===== config.mk =====
export PLATFORM = sky130hd
export DESIGN_NAME = memory
export DESIGN_NICKNAME = d
export VERILOG_FILES = /design/src/rtl/memory_pkg.sv /design/src/rtl/memory_load_align.sv /design/src/rtl/memory.sv
export SDC_FILE = /design/constraint.sdc
export NUM_CORES = 1
export LEC_CHECK = 0
export CORE_MARGIN = 2
export CORE_UTILIZATION = 25
export DETAILED_ROUTE_END_ITERATION = 10
export GPL_ROUTABILITY_DRIVEN = 0
export GPL_TIMING_DRIVEN = 0
export SYNTH_ARGS = -nofsm -noshare
export SYNTH_HDL_FRONTEND = slang
export SYNTH_SLANG_ARGS = --single-unit

===== constraint.sdc =====
create_clock -name clk -period 5.3 [get_ports clk]
set_clock_uncertainty 0.15 [all_clocks]
set_input_delay 1.06 -clock clk [delete_from_list [all_inputs] [get_ports clk]]
set_output_delay 1.06 -clock clk [all_outputs]
set_load 0.02 [all_outputs]

===== src/rtl/memory_pkg.sv =====
// memory_pkg: shared encodings for the memory stage (FSM states, access sizes, write-back selects, cause codes).
package memory_pkg;
  typedef enum logic [1:0] {IDLE = 2'd0, WAIT = 2'd1, DONE = 2'd2} state_t;
  localparam logic [1:0] SIZE_BYTE = 2'd0;
  localparam logic [1:0] SIZE_HALF = 2'd1;
  localparam logic [1:0] SIZE_WORD = 2'd2;
  localparam logic [1:0] WRITE_SEL_ALU = 2'd0;
  localparam logic [1:0] WRITE_SEL_LOAD = 2'd1;
  localparam logic [1:0] WRITE_SEL_CSR = 2'd2;
  localparam logic [1:0] WRITE_SEL_PC = 2'd3;
  localparam logic [3:0] CAUSE_LOAD_MISALIGNED = 4'd4;
  localparam logic [3:0] CAUSE_STORE_MISALIGNED = 4'd6;
  function automatic logic misaligned(input logic [1:0] size, input logic [1:0] offset);
    return (size == SIZE_HALF && offset[0]) || (size == SIZE_WORD && offset != 2'b00);
  endfunction
endpackage


===== src/rtl/memory_load_align.sv =====
// load_align: picks the addressed byte/half/word out of a bus word and zero- or sign-extends it.
module load_align
  import memory_pkg::*;
(
  input  logic [31:0] rdata,
  input  logic [1:0]  offset,
  input  logic [1:0]  size,
  input  logic        sign,
  output logic [31:0] data
);
  logic [31:0] shifted;
  assign shifted = rdata >> {offset, 3'b000};
  assign data = size == SIZE_BYTE ? {{24{sign && shifted[7]}}, shifted[7:0]} :
                size == SIZE_HALF ? {{16{sign && shifted[15]}}, shifted[15:0]} : rdata;
endmodule


===== src/rtl/memory.sv =====
// memory: pipeline memory stage; drives a req/ready data bus for loads and stores and registers results for writeback.
module memory
  import memory_pkg::*;
(
  input  logic        clk,
  input  logic        rst_n,
  input  logic [31:0] pc_in,
  input  logic [31:0] next_pc_in,
  input  logic [31:0] alu_data_in,
  input  logic [31:0] store_data_in,
  input  logic [31:0] csr_data_in,
  input  logic [1:0]  write_select_in,
  input  logic [4:0]  rd_address_in,
  input  logic [11:0] csr_address_in,
  input  logic        csr_write_in,
  input  logic        mret_in,
  input  logic        wfi_in,
  input  logic        load_in,
  input  logic        store_in,
  input  logic [1:0]  size_in,
  input  logic        signed_in,
  input  logic        valid_in,
  input  logic        exception_in,
  input  logic [3:0]  ecause_in,
  input  logic        stall,
  input  logic        invalidate,
  output logic        busy,
  output logic        mem_req,
  output logic        mem_write,
  output logic [31:0] mem_address,
  output logic [31:0] mem_wdata,
  output logic [3:0]  mem_strobe,
  input  logic        mem_ready,
  input  logic [31:0] mem_rdata,
  output logic [31:0] pc_out,
  output logic [31:0] next_pc_out,
  output logic [31:0] alu_data_out,
  output logic [31:0] csr_data_out,
  output logic [1:0]  write_select_out,
  output logic [4:0]  rd_address_out,
  output logic [11:0] csr_address_out,
  output logic        csr_write_out,
  output logic        mret_out,
  output logic        wfi_out,
  output logic        valid_out,
  output logic        exception_out,
  output logic [3:0]  ecause_out,
  output logic [31:0] load_data_out
);
  state_t state, next_state;
  logic access, bad_align, update, killed;
  logic [3:0] mask;
  logic [31:0] fmt_data, hold_data;
  assign access = valid_in && !exception_in && !invalidate && (load_in || store_in);
  assign bad_align = access && misaligned(size_in, alu_data_in[1:0]);
  assign mem_address = {alu_data_in[31:2], 2'b00};
  assign mask = size_in == SIZE_BYTE ? 4'b0001 : size_in == SIZE_HALF ? 4'b0011 : 4'b1111;
  assign mem_strobe = mask << alu_data_in[1:0];
  assign mem_wdata = size_in == SIZE_BYTE ? {4{store_data_in[7:0]}} :
                     size_in == SIZE_HALF ? {2{store_data_in[15:0]}} : store_data_in;
  assign mem_write = mem_req && store_in;
  assign busy = mem_req && !mem_ready;
  assign update = !stall && !busy;
  // rst_n gates the request so an asserted reset drops it at once, even mid-transaction
  always_comb begin
    mem_req = rst_n && (state == WAIT || (state == IDLE && access && !bad_align));
    next_state = state == DONE ? (stall ? DONE : IDLE) :
                 !mem_req ? IDLE : !mem_ready ? WAIT : stall ? DONE : IDLE;
  end
  load_align u_align (
    .rdata (mem_rdata),
    .offset(alu_data_in[1:0]),
    .size  (size_in),
    .sign  (signed_in),
    .data  (fmt_data)
  );
  // killed remembers an invalidate seen while the bus was still busy
  always_ff @(posedge clk or negedge rst_n) begin
    if (!rst_n) begin
      state <= IDLE;
      hold_data <= '0;
      killed <= 1'b0;
    end else begin
      state <= next_state;
      if (mem_req && mem_ready) hold_data <= fmt_data;
      if (update) killed <= 1'b0;
      else if (state == WAIT && invalidate) killed <= 1'b1;
    end
  end
  always_ff @(posedge clk or negedge rst_n) begin
    if (!rst_n) begin
      pc_out <= '0;
      next_pc_out <= '0;
      alu_data_out <= '0;
      csr_data_out <= '0;
      write_select_out <= '0;
      rd_address_out <= '0;
      csr_address_out <= '0;
      csr_write_out <= 1'b0;
      mret_out <= 1'b0;
      wfi_out <= 1'b0;
      valid_out <= 1'b0;
      exception_out <= 1'b0;
      ecause_out <= '0;
      load_data_out <= '0;
    end else if (update) begin
      pc_out <= pc_in;
      next_pc_out <= next_pc_in;
      alu_data_out <= alu_data_in;
      csr_data_out <= csr_data_in;
      write_select_out <= write_select_in;
      rd_address_out <= rd_address_in;
      csr_address_out <= csr_address_in;
      csr_write_out <= csr_write_in;
      mret_out <= mret_in;
      wfi_out <= wfi_in;
      valid_out <= valid_in && !invalidate && !killed;
      exception_out <= exception_in || bad_align;
      ecause_out <= bad_align ? (store_in ? CAUSE_STORE_MISALIGNED : CAUSE_LOAD_MISALIGNED) : ecause_in;
      load_data_out <= state == DONE ? hold_data : fmt_data;
    end
  end
endmodule


==> run summary, run 1 <==
Outcome: finished, final reports clean
Full die area: 43700 µm²
Clock Pin Slew Worst Setup and Hold Paths: 60 ps
Average wire per standard cell: 19.4 µm
LEAKAGE: 7.26 nW
Post-Syn Area: 10500 µm²
Nets: 1590
IO Pins: 489
Final period util: 97.6%
Worst path required time: 4090 ps
Root buf cell: clkbuf_16
Cts hold-fix bufs: 0
Post-synthesis cell type count: 39
Initial detailed-routing violation count: 408
WP buf/inv: 5
Synthesis-to-finish area growth: 62.9%
Vias/cell: 4.48
Worst Setup Start Kind: input port
Worst Max-Slew Pin Slew: 871 ps
Die W: 209 µm
Total track usage: 16.7%
Max-slew violations: 0
CP cell instances: clkdlybuf4s50_1, clkbuf_1, clkbuf_1, clkbuf_1, nand2_1, o21ai_0, clkdlybuf4s50_1
Pin count of the biggest net entering global routing: 111
Slowest cell on crit path: clkdlybuf4s50_1
Core region area: 41700 µm²
Antenna violations before repair: 3
CP Class: in -> out
Worst hold slack: 232 ps
Top FF cell, synth: dfrtp_1
Max_cap viols: 0
CTS Buf Count: 28
Setup Buffers After CTS: 0
Vias in the first global route: 9291
Crit path DAT: 3960 ps
Initial Utilization: 25.2%
Setup-failing EPs final: 0
Worst path max stage delay: 680 ps
Drt drc: 0
CTS tree: built
Max clock buf depth: 3
Synth top area share: 53.1%
Later-pin clock latency in the skew report: 550 ps
Mapped Avg Cell Area: 12.5 µm²
Synthesis Warnings: 0
1st-pass router iterations: 4
Post-synth ARST share: 100%
Crit-path max FO: 10
TNS Setup: 0 ps
Post-synth EDFFs: 0
Row count: 75
RSZ-0062 raised after global routing: no
Power per standard cell area: 320 nW/µm²
First-pass GRT wire length: 56600 µm
TritonCTS Sinks: 223
Design Area, Final: 17100 µm²
Crit path max-delay family: buffers and inverters
I/O Buffers: 485
Min-delay worst type: in -> async
Yosys top cell by area: dfrtp_1
Final hold vios: 0
Vias: 8617
Post-DRT Antenna Nets: 0
Post-synthesis sequential area ratio: 53.1%
Synth area leaders: dfrtp_1 53%, mux2_1 12%, mux2_4 7.1%
# resized after CTS: 0
Total gr overflow: 0
Most used cell, CP: clkbuf_1
Aggregate routed wire length: 37200 µm
Layout cells sized above 1: 14.1%
VDD IR max: 0.234 mV
Placed inst area: 16100 µm²
Crit end category: output pin
DP Wirelength: 29100 µm
Tmin final: 5170 ps
Post-synthesis register bit count: 223
Slew HR: 41.9%
Power, Total: 0.00547 W
H-tree depth: 1
Post-Synthesis Cells: 842
FMAX: 193 MHz
Die Ht: 209 µm
power breakdown:
part	switching (W)	internal, W
sequential	0.000111	0.00193
clock	0.000765	0.00128
combinational	0.000662	0.000723
total	0.00154	0.00393
through the flow:
| stage | setup slack [ps] | util, % | cells |
|---|---|---|---|
| 6_report | 129 | 41.1 | 1922 |
| 5_1_grt | 11.3 | 41.1 | 1922 |
| 4_1_cts | 17.9 | 41.0 | 1921 |
| 3_5_place_dp | 32.1 | 38.6 | 1869 |
| 3_3_place_gp | -6920 | 38.5 | 1867 |
| 2_1_floorplan | 1720 | - | 843 |
logic make-up (layout without fill, tap and decap cells):
group	after synthesis	after routing	share of synthesized area, %
flops	223	223	53.1
mux	206	206	23.6
compound gates	182	182	11.3
simple gates	120	120	5.22
buf+inv	109	648	6.64
other cells	1	3	0.0357
xor+xnor	1	1	0.0834
state kept, by name, summed over array words and instances (netlist names), 4 cells and up:
register         count
alu_data_out        32
next_pc_out         32
load_data_out       32
ecause_out           4
pc_out              32
csr_data_out        32
hold_data           32
rd_address_out       5
csr_address_out     12
synth_stat cells (3+ instances only):
library cell    n
nor2b_1        18
a22oi_1         3
o2bb2ai_1       5
clkbuf_1       28
nand2b_1        8
mux2_4         50
buf_4          42
nand2_1        52
mux2_2         20
o21ai_0        33
buf_6          15
and3b_1         3
dfrtp_1       223
a21oi_1        34
o31ai_1        35
mux2i_1        23
a21o_1          5
a211oi_1       24
a2bb2oi_1      10
o21ai_1        19
a221oi_1        4
inv_1          10
nor2_1         33
mux2_1        113
buf_2          14
worst register-to-register path, stage by stage, from the launching register on:
cell      delay, ps
dfrtp_1         430
nor2b_1         270
clkbuf_1        520
clkbuf_1        510
a211oi_1        130
o31ai_1         250
metal layers:
metal	part of all wire [%]	vias up	wire (µm)	global-route usage, %
met5	0.070	-	26	0
met4	2.5	4	948	5.00
met3	9.9	56	3670	6.00
met2	50	394	18500	29.5
met1	38	4149	14100	18.7
li1	-	4014	-	-
layout make-up:
| type | instances | area (µm²) |
|---|---|---|
| fill | 4052 | 24600 |
| sequential | 223 | 5580 |
| timing repair buffer | 487 | 4910 |
| multi-input combinational | 511 | 4230 |
| clock buffer | 39 | 823 |
| tap | 539 | 674 |
| buffer | 99 | 661 |
| clock inverter | 13 | 183 |
| inverter | 10 | 37.5 |
| antenna | 1 | 2.50 |
cells in the final DEF (no fill, tap or decap), drive strengths merged, types with 2 or more instances in the layout:
master / n
o21ai: 52
conb: 2
nor3: 2
a211oi: 25
nor2b: 18
buf: 74
o22a: 2
a221oi: 4
a22oi: 3
and3b: 3
clkbuf: 67
o31ai: 35
inv: 13
clkdlybuf4s50: 484
o2bb2ai: 5
a21o: 5
a2bb2oi: 10
o22ai: 2
mux2i: 23
clkinv: 5
nand2: 52
nand2b: 8
o21a: 2
a21oi: 34
mux2: 183
bufinv: 4
nor2: 34
dfrtp: 223
path summary, 6_finish.rpt:
path	slack, ps	cells after the start	startpoint	to
min reg2reg	320	1	killed	valid_out
min	230	1	rst_n	hold_data[9]
max in group asynchronous	3910	2	rst_n	csr_data_out[31]
min in group clk	320	1	killed	valid_out
max reg2reg	2950	5	state[0]	load_data_out[29]
max	130	7	size_in[1]	mem_wdata[24]
Power figures use the tool's default switching activity.
==> inputs of run 2 (changes only) <==
--- a/constraint.sdc
+++ b/constraint.sdc
@@ -3,3 +3,3 @@
 set_input_delay 1.06 -clock clk [delete_from_list [all_inputs] [get_ports clk]]
 set_output_delay 1.06 -clock clk [all_outputs]
-set_load 0.02 [all_outputs]
+set_load 0.1 [all_outputs]
==> run summary, run 2 (same netlist as run 1, synthesis figures left out) <==
Dpl cells: 1869 (unchanged)
Nets: 1590 (unchanged)
Aggregate routed wire length: 37300 µm (+0.24%)
Tmin final: 5290 ps (+114 ps)
FF-to-FF setup slack: 2960 ps (about the same)
Die W: 209 µm (unchanged)
DP Wirelength: 29100 µm (unchanged)
Average wire per standard cell: 19.4 µm (+0.24%)
Placed inst area: 16100 µm² (unchanged)
Crit path DAT: 4080 ps (+120 ps)
Vias/cell: 4.52 (+0.73%)
Worst Max-Slew Pin Slew: 1230 ps (+360 ps)
Max-slew violations: 0 (unchanged)
H-tree depth: 1 (unchanged)
Slew HR: 17.7% (-24 points)
Total track usage: 16.6% (about the same)
Drt drc: 0 (unchanged)
VDD IR max: 0.235 mV (+0.25%)
Total gr overflow: 0 (unchanged)
Most common cell after layout, fill and taps aside: clkdlybuf4s50_1
Fin util: 41.1% (about the same)
Fill count: 4053 (+0.025%)
Worst r2r src: state[0]
Reg2Reg Depth: 5 (unchanged)
Sequential Power Share: 30.6% (-6.7 points)
Clock Pin Slew Worst Setup and Hold Paths: 60 ps (about the same)
Antenna violations before repair: 3 (unchanged)
CTS Buf Count: 28 (unchanged)
Later-pin clock latency in the skew report: 540 ps (about the same)
Setup Buffers After CTS: 0 (unchanged)
Initial detailed-routing violation count: 380 (-6.9%)
Synthesis-to-finish area growth: 63.0% (about the same)
Final worst setup slack: 14.9 ps (-114 ps)
Setup-failing EPs final: 0 (unchanged)
Final period util: 99.7% (+2.1 points)
CP Class: in -> out
Die Ht: 209 µm (unchanged)
Power, Total: 0.00666 W (+22%)
RSZ-0062 raised after global routing: yes
Max clock buf depth: 3 (unchanged)
Design Area, Final: 17100 µm² (about the same)
Final hold vios: 0 (unchanged)
Reg area: 5580 µm² (unchanged)
Worst Setup Start Kind: input port
Most frequent cells in the layout: 456 x clkdlybuf4s50_1, 223 x dfrtp_1, 113 x mux2_1
Min-delay worst type: in -> async
Worst path required time: 4090 ps (about the same)
Vias: 8680 (+0.73%)
Post-DRT Antenna Nets: 0 (unchanged)
Crit end category: output pin
Row count: 75 (unchanged)
Switching Share: 41.2% (+13 points)
Cts hold-fix bufs: 0 (unchanged)
CTS tree: built
FMAX: 189 MHz (-2.2%)
First-pass GRT wire length: 56600 µm (about the same)
Net switching power: 0.00274 W (+78%)
Power per standard cell area: 389 nW/µm² (+22%)
Pre-CTS WS: -499 ps (-531 ps)
Initial Utilization: 25.2% (unchanged)
Clk network pwr share: 30.7% (-6.7 points)
Outcome: finished, final reports clean
Max_cap viols: 0 (unchanged)
Root buf cell: clkbuf_16
Crit Reg-Reg Endpoint: load_data_out[29]
IO Pins: 489 (unchanged)
1st-pass router iterations: 5 (+1)
Layout cells sized above 1: 14.7% (+0.58 points)
Area of the multi-input gates: 4230 µm² (unchanged)
Core region area: 41700 µm² (unchanged)
I/O Buffers: 485 (unchanged)
TritonCTS Sinks: 223 (unchanged)
LEAKAGE: 7.38 nW (+1.6%)
Pin count of the biggest net entering global routing: 111 (unchanged)
Fin cells: 1922 (unchanged)
Vias in the first global route: 9292 (+0.011%)
Full die area: 43700 µm² (unchanged)
Crit-path max FO: 10 (unchanged)
Int Pwr: 0.00392 W (-0.32%)
Combinational Power Share: 38.7% (+13 points)
run 2: changes by cell type in the layout (fill, tap and decap cells not counted), sizes merged:
| cell | delta |
|---|---|
| clkdlybuf4s50 | -28 |
| clkdlybuf4s15 | +11 |
| dlymetal6s2s | +10 |
| dlygate4sd2 | +4 |
| clkbuf | +2 |
| buf | +1 |
run 2: cell type report:
class / instances / share of cell area, %
sequential: 223 / 32.6
timing repair buffer: 487 / 28.8
multi-input combinational: 511 / 24.7
clock buffer: 39 / 4.81
tap: 539 / 3.94
buffer: 99 / 3.86
clock inverter: 13 / 1.07
inverter: 10 / 0.219
antenna: 1 / 0.0146
run 2: power groups by stage:
stage / registers, W / clock network [W] / logic [W]
finish: 0.00204 / 0.00205 / 0.00257
global route: 0.00207 / 0.00219 / 0.00266
CTS: 0.00204 / 0.00211 / 0.00259
detailed placement: 0.00207 / 0 / 0.00259
global placement: 0.00206 / 0 / 0.00258
floorplan: 0.00323 / 0 / 0.000648
run 2: repair_timing:
item                       4_1_cts  5_1_grt
gates cloned                     0        0
resized for setup               33       27
setup endpoints to repair       18       20
pin swaps                        0        0
run 2: routing by layer:
metal | wire length, µm | track usage [%] | share of wire [%]
met4 | 987 | 5.10 | 2.6
met1 | 14100 | 18.7 | 38
met2 | 18500 | 29.5 | 50
met5 | 26 | 0 | 0.070
met3 | 3690 | 6.00 | 9.9
run 2: stage by stage:
stage	hold WS [ps]	setup TNS, ps
global route	221	-195
finish	232	0
CTS	210	0
floorplan	283	0
detailed placement	315	-4520
global placement	316	-2918130
run 2: how the worst max path moves through the flow:
stage	slack, ps	endpoint	cells after the start	startpoint
final	10	mem_wdata[18]	5	size_in[1]
after global routing	-140	mem_wdata[31]	7	size_in[1]
after CTS	2	mem_wdata[26]	7	size_in[1]
after floorplan	90	mem_wdata[24]	4	size_in[0]
after detailed placement	-500	mem_strobe[2]	7	size_in[1]
after global placement	-7400	busy	5	rst_n
run 2: critical path, stage by stage:
cell and delay [ps]:
clkdlybuf4s50_1 680, clkbuf_1 420, buf_1 720, mux2_2 450, clkdlybuf4s15_1 730
